===== src/rtl/nibble_seq_ctrl_if.sv =====
// rtl/nibble_seq_ctrl_if.sv - request, result and external 4-bit adder signals of nibble_seq_ctrl
interface nibble_seq_ctrl_if #(
    parameter int NIBBLES = 4
);
    localparam int W = 4 * NIBBLES;

    logic         start;
    logic         abort;
    logic [W-1:0] op_a;
    logic [W-1:0] op_b;
    logic         cin;
    logic [3:0]   nib_a;
    logic [3:0]   nib_b;
    logic         nib_cin;
    logic [4:0]   nib_res;
    logic         busy;
    logic         done;
    logic [W-1:0] sum;
    logic         cout;

    // The master issues requests and hosts the external adder; the slave is the sequencer.
    modport master (
        output start, abort, op_a, op_b, cin, nib_res,
        input  nib_a, nib_b, nib_cin, busy, done, sum, cout
    );

    modport slave (
        input  start, abort, op_a, op_b, cin, nib_res,
        output nib_a, nib_b, nib_cin, busy, done, sum, cout
    );
endinterface


===== src/rtl/nibble_seq_ctrl.sv =====
// rtl/nibble_seq_ctrl.sv - W-bit adder sequenced one nibble per cycle through an external 4-bit adder
module nibble_seq_ctrl #(
    parameter int NIBBLES = 4
) (
    input logic              clk,
    input logic              rst_n,
    nibble_seq_ctrl_if.slave bus
);
    localparam int W  = 4 * NIBBLES;
    localparam int IW = (NIBBLES > 1) ? $clog2(NIBBLES) : 1;

    typedef enum logic [1:0] {
        IDLE = 2'd0,
        RUN  = 2'd1,
        DONE = 2'd2
    } state_t;

    state_t        state;
    state_t        state_nx;
    logic [IW-1:0] idx;
    logic          carry;
    logic [W-1:0]  a_q;
    logic [W-1:0]  b_q;
    logic          cin_q;
    logic [W-1:0]  sum_q;
    logic          cout_q;
    logic          last;
    logic          busy_c;
    logic          done_c;
    logic [3:0]    nib_a_c;
    logic [3:0]    nib_b_c;
    logic          nib_cin_c;

    assign last = (idx == IW'(NIBBLES - 1));

    // State register.
    always_ff @(posedge clk) begin
        if (!rst_n) begin
            state <= IDLE;
        end else begin
            state <= state_nx;
        end
    end

    // Next state and adder drive; the adder sees zeros whenever no slice is in flight.
    always_comb begin
        state_nx  = state;
        busy_c    = 1'b0;
        done_c    = 1'b0;
        nib_a_c   = 4'd0;
        nib_b_c   = 4'd0;
        nib_cin_c = 1'b0;
        case (state)
            IDLE: begin
                if (bus.start) begin
                    state_nx = RUN;
                end
            end
            RUN: begin
                busy_c    = 1'b1;
                nib_a_c   = a_q[4*idx +: 4];
                nib_b_c   = b_q[4*idx +: 4];
                nib_cin_c = (idx == '0) ? cin_q : carry;
                // abort takes priority over completion and over any start seen in RUN
                if (bus.abort) begin
                    state_nx = IDLE;
                end else if (last) begin
                    state_nx = DONE;
                end
            end
            DONE: begin
                done_c   = 1'b1;
                state_nx = bus.start ? RUN : IDLE;
            end
            default: begin
                state_nx = IDLE;
            end
        endcase
    end

    // Operand capture on an accepted start, then one slice written per RUN cycle.
    always_ff @(posedge clk) begin
        if (!rst_n) begin
            idx    <= '0;
            carry  <= 1'b0;
            a_q    <= '0;
            b_q    <= '0;
            cin_q  <= 1'b0;
            sum_q  <= '0;
            cout_q <= 1'b0;
        end else if (state != RUN) begin
            if (bus.start) begin
                a_q   <= bus.op_a;
                b_q   <= bus.op_b;
                cin_q <= bus.cin;
                idx   <= '0;
            end
        end else if (!bus.abort) begin
            sum_q[4*idx +: 4] <= bus.nib_res[3:0];
            carry             <= bus.nib_res[4];
            idx               <= last ? '0 : idx + 1'b1;
            if (last) begin
                cout_q <= bus.nib_res[4];
            end
        end
    end

    assign bus.busy    = busy_c;
    assign bus.done    = done_c;
    assign bus.nib_a   = nib_a_c;
    assign bus.nib_b   = nib_b_c;
    assign bus.nib_cin = nib_cin_c;
    assign bus.sum     = sum_q;
    assign bus.cout    = cout_q;
endmodule


===== src/flat_wrapper.sv =====
// flat-port wrapper written by rule: the top's interface ports become plain ports
module nibble_seq_ctrl_flat 
#(
    parameter int NIBBLES = 4
)
  (clk, rst_n, bus_start, bus_abort, bus_op_a, bus_op_b, bus_cin, bus_nib_res, bus_nib_a, bus_nib_b, bus_nib_cin, bus_busy, bus_done, bus_sum, bus_cout);
  nibble_seq_ctrl_if #(.NIBBLES(NIBBLES)) bus_i ();
  input logic clk;
  input logic rst_n;
  input wire logic [$bits(bus_i.start)-1:0] bus_start;
  input wire logic [$bits(bus_i.abort)-1:0] bus_abort;
  input wire logic [$bits(bus_i.op_a)-1:0] bus_op_a;
  input wire logic [$bits(bus_i.op_b)-1:0] bus_op_b;
  input wire logic [$bits(bus_i.cin)-1:0] bus_cin;
  input wire logic [$bits(bus_i.nib_res)-1:0] bus_nib_res;
  output wire logic [$bits(bus_i.nib_a)-1:0] bus_nib_a;
  output wire logic [$bits(bus_i.nib_b)-1:0] bus_nib_b;
  output wire logic [$bits(bus_i.nib_cin)-1:0] bus_nib_cin;
  output wire logic [$bits(bus_i.busy)-1:0] bus_busy;
  output wire logic [$bits(bus_i.done)-1:0] bus_done;
  output wire logic [$bits(bus_i.sum)-1:0] bus_sum;
  output wire logic [$bits(bus_i.cout)-1:0] bus_cout;
  assign bus_i.start = bus_start;
  assign bus_i.abort = bus_abort;
  assign bus_i.op_a = bus_op_a;
  assign bus_i.op_b = bus_op_b;
  assign bus_i.cin = bus_cin;
  assign bus_i.nib_res = bus_nib_res;
  assign bus_nib_a = bus_i.nib_a;
  assign bus_nib_b = bus_i.nib_b;
  assign bus_nib_cin = bus_i.nib_cin;
  assign bus_busy = bus_i.busy;
  assign bus_done = bus_i.done;
  assign bus_sum = bus_i.sum;
  assign bus_cout = bus_i.cout;
  nibble_seq_ctrl #(.NIBBLES(NIBBLES)) u_core (.clk(clk), .rst_n(rst_n), .bus(bus_i));
endmodule

===== config.mk =====
export PLATFORM = sky130hd
export DESIGN_NAME = nibble_seq_ctrl_flat
export DESIGN_NICKNAME = d
export VERILOG_FILES = /design/src/rtl/nibble_seq_ctrl_if.sv /design/src/rtl/nibble_seq_ctrl.sv /design/src/flat_wrapper.sv
export SDC_FILE = /design/constraint.sdc
export NUM_CORES = 1
export LEC_CHECK = 0
export CORE_ASPECT_RATIO = 2
export CORE_MARGIN = 4
export CORE_UTILIZATION = 45
export CTS_CLUSTER_DIAMETER = 200
export DETAILED_ROUTE_END_ITERATION = 10
export GPL_TIMING_DRIVEN = 1
export PLACE_DENSITY = 0.76
export SETUP_SLACK_MARGIN = 0.4
export SKIP_CTS_REPAIR_TIMING = 1
export SYNTH_ARGS = -nofsm -noshare
export SYNTH_HDL_FRONTEND = slang
export SYNTH_SLANG_ARGS = --single-unit

===== constraint.sdc =====
create_clock -name clk -period 4.2 [get_ports clk]
set_input_delay 0.42 -clock clk [delete_from_list [all_inputs] [get_ports clk]]
set_output_delay 0.42 -clock clk [all_outputs]
set_load 0.02 [all_outputs]

## Yosys cells after proc, flatten, opt, wreduce, memory -nomap -nowiden

Cells that the tools add are included.

- Register bits after elaboration: 55
- Input port bits: 42
- Output and inout port bits: 28
- Logic and storage cells: 47

- $add $sub $neg: 2
- Equal/unequal tests: 8
- Shifts and indexed selects: 4
- Mux-type cells: 16
- Bitwise gates (word level): 2
- Reductions and logical operators: 7

Operator list:

| cell | number |
|---|---|
| $neg 4->34 | 1 |
| $shift 4x34->16 const A | 1 |
| $shiftx 4x34->16 | 1 |
| $shiftx 16x5->4 | 2 |
| $bwmux 16 | 1 |
| $mux 2 | 7 |
| $mux 4 | 2 |
| $reduce_and 2->1 | 4 |
| $pmux 2 s3 | 1 |
| $mux 1 | 5 |
| $eq 2x2->1 const B | 2 |
| $logic_not 2->1 | 2 |
| $ne 2x1->1 const B | 2 |
| $ne 2x2->1 const B | 2 |
| $ne 3x2->1 const B | 1 |
| $reduce_and 3->1 | 1 |
| $add 2x1->2 const B | 1 |
| $eq 2x1->1 const B | 1 |
| $not 1->1 | 2 |

## Logic depth before layout (Yosys ltp)

- Word-level depth: 4
- Gate-level depth with buffers: 7
- Gate-level depth less buffers: 5

## Worst setup path after synthesis

OpenSTA, ideal clock, no wires.

- Kind: register -> output
- Start point: register u_core.idx[0]
- End point: output port bus_nib_cin
- Arrival time: 1.459 ns
- Data required time: 3.780 ns
- Setup slack: 2.321 ns
- Stages on the path, launching flop included: 7
- Buffers on the path: 2
- Path through: dfxtp_1 buf_2 buf_4 inv_1 ha_1 mux2i_1 nor2_1

- Word-level cells in the longest chain between the ends: 3

Ends and longest elaborated chain:

| item | RTL line | source |
|---|---|---|
| start: declaration | nibble_seq_ctrl.sv:20 | `logic [IW-1:0] idx;` |
| start signal: assignment | nibble_seq_ctrl.sv:101 | `idx <= last ? '0 : idx + 1'b1;` |
| $logic_not 2->1 | nibble_seq_ctrl.sv:63 | `nib_cin_c = (idx == '0) ? cin_q : carry;` |
| $mux 1 | nibble_seq_ctrl.sv:63 |  |
| $mux 1 | nibble_seq_ctrl.sv:53 | `case (state)` |
| end: declaration | flat_wrapper.sv:18 | `output wire logic [$bits(bus_i.nib_cin)-1:0] bus_nib_cin;` |

Every way passes these cells.

## Worst setup path in the final report

Ends and elaborated chain as after synthesis.

==> qor.txt <==
status -> complete, no violations
GPL Wtd Cong -> 0.833
Syn Nets -> 319
drt via density -> 5.69
n_diodes -> 0
ys flop type -> dfxtp_1
synth-to-layout area growth -> 31.1%
CP max FO -> 17
CTS max path bufs -> 2
crit start category -> flip-flop
number of global-route vias before repair -> 2,204
largest net degree at the start of global routing -> 45
YS warnings -> 0
Hold Crit Depth -> 2
Hold Crit Start -> u_core.bus.sum[3]$_SDFFE_PN0P_
Crit path largest cell delay -> 0.91 ns
area leader, netlist -> dfxtp_1
WL/cell -> 16.5 um
Top Ports -> 70
GR Overflow Total -> 0
Worst setup EP type -> primary output
Final Max Slew Viols -> 0
worst vdd ir -> 0.304 mV
initial core utilization -> 0.462
fin nets -> 374
Die Span Y -> 113 um
HPWL after detailed placement -> 4.37 mm
crit-path cells -> inv_1 -> ha_1 -> mux2i_1 -> nor2_1 -> clkdlybuf4s50_1
Critical-path top delay cell -> dfxtp_1
commonest non-fill, non-tap cell in the layout -> clkdlybuf4s50_1
CP Data Required Time -> 3.78 ns
Reg power frac -> 0.554
Slew HR -> 0.275
Clock Latency Late Sink -> 0.31 ns
R2R Setup Slk -> 1.97 ns
Mapped Area -> 2500 um^2
clock group share of total power -> 0.305
Power Density -> 307 nW/um^2
most frequent cells in the layout -> clkdlybuf4s50_1 (69), dfxtp_1 (55), nand3_1 (33), o21ai_0 (33), a21boi_0 (27)
Switching Power -> 0.252 mW
family with the most delay on the worst path -> flip-flops
Die ar. -> 6890 um^2
clk root buf -> clkbuf_8
worst hold path class -> flip-flop to flip-flop
Post-synth EDFFs -> 0
power after layout -> 1.01 mW
DRC marker count from the first detailed-route iteration -> 100
post-route ant nets -> 0
initial antenna violation count -> 0
TritonCTS buffer count -> 5
Global Route Usage Sum -> 0.193
share of layout cells above drive strength 1 -> 0.0734
Yosys top cell area share -> 0.440
clk slew on worst S/H paths -> 0.10 ns
post-synthesis sequential area ratio -> 0.440
Max Clock Skew -> 0.0108 ns
fmax -> 0.334 GHz
port bufs -> 69
first-pass GRT wire length -> 10.4 mm
setup TNS -> 0 ns
Bufs and invs on worst path -> 2
Register-to-Register Path Depth -> 5
Synth cell types -> 30
internal power -> 0.754 mW
Setup CP Type -> flip-flop to primary output
synthesized instance count -> 271
Arr. time, crit path -> 2.58 ns
asr flop ratio synth -> 0
First-pass DRT Iterations -> 5
clk sink count -> 55
post-layout min period -> 3.00 ns
hold slack -> 0.481 ns
Vias -> 2,203
Combinational Power Share -> 0.142
Final Cycle Share -> 0.714
RR Startpoint -> u_core.idx[0]$_SDFFE_PN0P_
final setup fails -> 0
htree depth -> 2
Net Sw Frac -> 0.250
final WL -> 6.40 mm
Pleak -> 1.16 nW
WHS Endpoint -> u_core.bus.sum[3]$_SDFFE_PN0P_
RSZ-0062 raised after global routing -> no
# rows -> 38
final hold vios -> 0
max_cap viols -> 0
Mapped Avg Cell Area -> 9.23 um^2
Final Util -> 0.605
CTS tree -> done
Yosys reg bits -> 55
worst r2r dst -> u_core.bus.sum[5]$_SDFFE_PN0P_
largest cells by area after synthesis -> dfxtp_1 (44%), a21boi_0 (8.1%), mux4_2 (7.2%)
core box area -> 5420 um^2
DRC errors left -> 0
actual slew at the worst max-slew pin -> 1.08 ns
die span in x -> 60.7 um
through the flow:
| stage | cells | cell area, um^2 | setup WS (ns) |
|---|---|---|---|
| 2_1_floorplan | 271 | 2500 | 2.32 |
| 3_3_place_gp | 379 | 3190 | 1.56 |
| 3_5_place_dp | 379 | 3190 | 1.53 |
| 4_1_cts | 387 | 3280 | 1.17 |
| 5_1_grt | 387 | 3280 | 0.973 |
| 6_report | 387 | 3280 | 1.20 |
tightest hold or removal path, cell delays in order (launching register included):
cell and delay [ns]:
dfxtp_1 0.33, nand2_1 0.05, o22ai_1 0.06
final cells by class:
type,count,area (um^2)
repair buffers,72,713
inverters,4,15.0
clock buffers,7,86.3
multi-input cells,188,1280
flip-flops and latches,55,1100
fillers,488,2140
well taps,60,75.1
clock inverters,1,8.76
flip-flops by register name (all words and copies together), names as in the netlist:
signal and cells:
u_core.a_q 16, u_core.b_q 16, u_core.bus.sum 16, u_core.idx 2
u_core.state 2, u_core.bus.cout 1, u_core.carry 1, u_core.cin_q 1
power groups by stage:
stage          logic, mW  clock network [mW]  registers [mW]
5_1_grt            0.157               0.327           0.560
3_3_place_gp       0.141                   0           0.568
3_5_place_dp       0.142                   0           0.569
6_report           0.142               0.306           0.557
4_1_cts            0.143               0.311           0.557
2_1_floorplan     0.0816                   0           0.564
per-layer routing:
metal | share of wire | track usage | vias up | wire (um)
met4 | 0.015 | 0.0680 | 0 | 95
met3 | 0.045 | 0.0328 | 8 | 287
li1 | - | - | 1089 | -
met1 | 0.41 | 0.233 | 1048 | 2620
met2 | 0.53 | 0.334 | 58 | 3390
met5 | 0 | 0 | - | 0
synth_stat cells (2+ instances only):
library cell,instances
a21boi_0,27
nand4_1,3
nand2_1,24
dfxtp_1,55
and4bb_2,3
and2_1,10
o22ai_1,17
o211ai_1,2
nand3_1,33
nor2_1,3
mux4_2,8
clkbuf_1,14
buf_2,8
ha_1,6
o21ai_0,33
inv_1,3
a21boi_1,9
how the worst max path moves through the flow:
stage                                from           to  slack, ns  depth (start not counted)
6_report       u_core.idx[0]$_SDFFE_PN0P_  bus_nib_cin       1.20                          5
5_1_grt        u_core.idx[0]$_SDFFE_PN0P_  bus_nib_cin       0.97                          5
4_1_cts        u_core.idx[0]$_SDFFE_PN0P_  bus_nib_cin       1.17                          5
3_5_place_dp   u_core.idx[0]$_SDFFE_PN0P_  bus_nib_cin       1.53                          5
3_3_place_gp   u_core.idx[0]$_SDFFE_PN0P_  bus_nib_cin       1.56                          5
2_1_floorplan  u_core.idx[0]$_SDFFE_PN0P_  bus_nib_cin       2.32                          6
cell families (layout without fill, tap and decap cells):
logic type,Yosys count,count (layout),synth area share
multiplexers,9,9,0.0760
adder cells (fa/ha/maj),6,6,0.0300
flip-flops,55,55,0.440
AO/OA/AOI/OAI,90,90,0.228
AND/OR/NAND/NOR,83,83,0.178
buffers and inverters,28,84,0.0480
Note: power is estimated with default switching activity, not from simulation.
==> RTL change, RTL diff (same flow settings) <==
`NIBBLES` is set to 4 in 3 places; all go to 8.
--- a/src/rtl/nibble_seq_ctrl_if.sv
+++ b/src/rtl/nibble_seq_ctrl_if.sv
@@ -1,5 +1,5 @@
 // rtl/nibble_seq_ctrl_if.sv - request, result and external 4-bit adder signals of nibble_seq_ctrl
 interface nibble_seq_ctrl_if #(
-    parameter int NIBBLES = 4
+    parameter int NIBBLES = 8
 );
     localparam int W = 4 * NIBBLES;
--- a/src/rtl/nibble_seq_ctrl.sv
+++ b/src/rtl/nibble_seq_ctrl.sv
@@ -1,5 +1,5 @@
 // rtl/nibble_seq_ctrl.sv - W-bit adder sequenced one nibble per cycle through an external 4-bit adder
 module nibble_seq_ctrl #(
-    parameter int NIBBLES = 4
+    parameter int NIBBLES = 8
 ) (
     input logic              clk,
--- a/src/flat_wrapper.sv
+++ b/src/flat_wrapper.sv
@@ -2,5 +2,5 @@
 module nibble_seq_ctrl_flat 
 #(
-    parameter int NIBBLES = 4
+    parameter int NIBBLES = 8
 )
   (clk, rst_n, bus_start, bus_abort, bus_op_a, bus_op_b, bus_cin, bus_nib_res, bus_nib_a, bus_nib_b, bus_nib_cin, bus_busy, bus_done, bus_sum, bus_cout);
Interface: changed (resized bus_op_a, bus_op_b and bus_sum); port bits go from 70 to 118. No check against the original RTL was run, so the function may have changed too.
==> RTL change against the original RTL <==
  * Setup slack lost 250 ps
  * Register-to-register slack lost 850 ps
  * Synthesized area grew 84%
  * Total power grew 110%
  * Cell area grew 87%
  * Synthesized cell count grew 89%
  * Sequential cell count grew 49
  * Wire length grew 100%
==> RTL change: results (changes against the original RTL) <==
[timing]
finClkSkew_ps=6.73  ; -4.04 ps
max_freq_mhz=308  ; -7.7%
slew_headroom_pct=29.2  ; +1.7 points

[drt]
wl_mm=12.9  ; +100%
viasPerCell=5.70  ; about the same
drtIter0Drc=217  ; +120%

[power_and_ir_drop]
peakVddDrop_v=0.000257  ; -16%
p_seq_share_pct=48.5  ; -6.9 points
leakage_nw=2.15  ; +85%
p_sw_share_pct=26.8  ; +1.8 points
internal_power_mw=1.58  ; +110%
p_clk_share_pct=39.1  ; +8.6 points

[finish]
clockBufferCount=9  ; +2
nMultiInputCombCells=354  ; +88%
layout-drive-gt1-share_pct=8.26  ; +0.93 points
finalNetCount=679  ; +82%
buf_share_pct=20.0  ; -1.7 points
buffers=125  ; +74%
n_all_inverters=6  ; +2

[global_routing]
track_usage_pct=21.8  ; +2.5 points
grt_pass1_wl_mm=20.4  ; +97%
use_met2_pct=40.8  ; +7.4 points
grt_pass1_vias=4310  ; +96%
use_met3_pct=3.27  ; -0.010 points

[setup_path]
timing.rr.end=u_core.bus.sum[24]
crit_fanout=20  ; +3
ff2ff_setup_slack_ps=1120  ; -850 ps

[placed_design]
dp_hpwl_mm=9.30  ; +110%
routabilityCongestion=0.836  ; +0.38%
place_ws_ps=1160  ; -361 ps
placed_cells=724  ; +91%

[cts]
htree_levels=3  ; +1
clkSinkCount=104  ; +89%

[outcome]
status=completed

[yosys]
synthCells=513  ; +89%
synth_top_cells_by_count=dfxtp_1 (104), a21oi_1 (73), nand3_1 (71), o21ai_1 (70), nand2_1 (39)

RTL change: worst max-delay path: cells and delay by family, from the launching register on:
kind,cells,cell delay [ps]
adders and majority gates,2,490
and+or+nand+nor,1,100
muxes,1,120
buffers and inverters,2,790
DFF,1,970
RTL change: cell families (layout without fill, tap and decap cells):
kind of cell / Yosys count / in the layout / synth area share [%]
and+or+nand+nor: 146 / 146 / 16.5
muxes: 45 / 45 / 14.1
buffers and inverters: 55 / 147 / 4.66
AOI/OAI and AO/OA: 158 / 158 / 18.3
adders and majority gates: 5 / 5 / 1.36
DFF: 104 / 104 / 45.1
RTL change: through the flow:
stage	area, µm²	utilization (%)	hold slack (ps)
after floorplan	4620	-	456
after global placement	5820	57.7	443
after detailed placement	5820	57.7	450
after CTS	6130	60.8	464
after global routing	6130	60.8	485
final	6130	60.8	463
RTL change: per-layer routing:
layer / share of wire (%) / wire [µm]
met2: 55 / 7120
met5: 0 / 0
met3: 4.8 / 618
met4: 3.4 / 435
met1: 36 / 4690
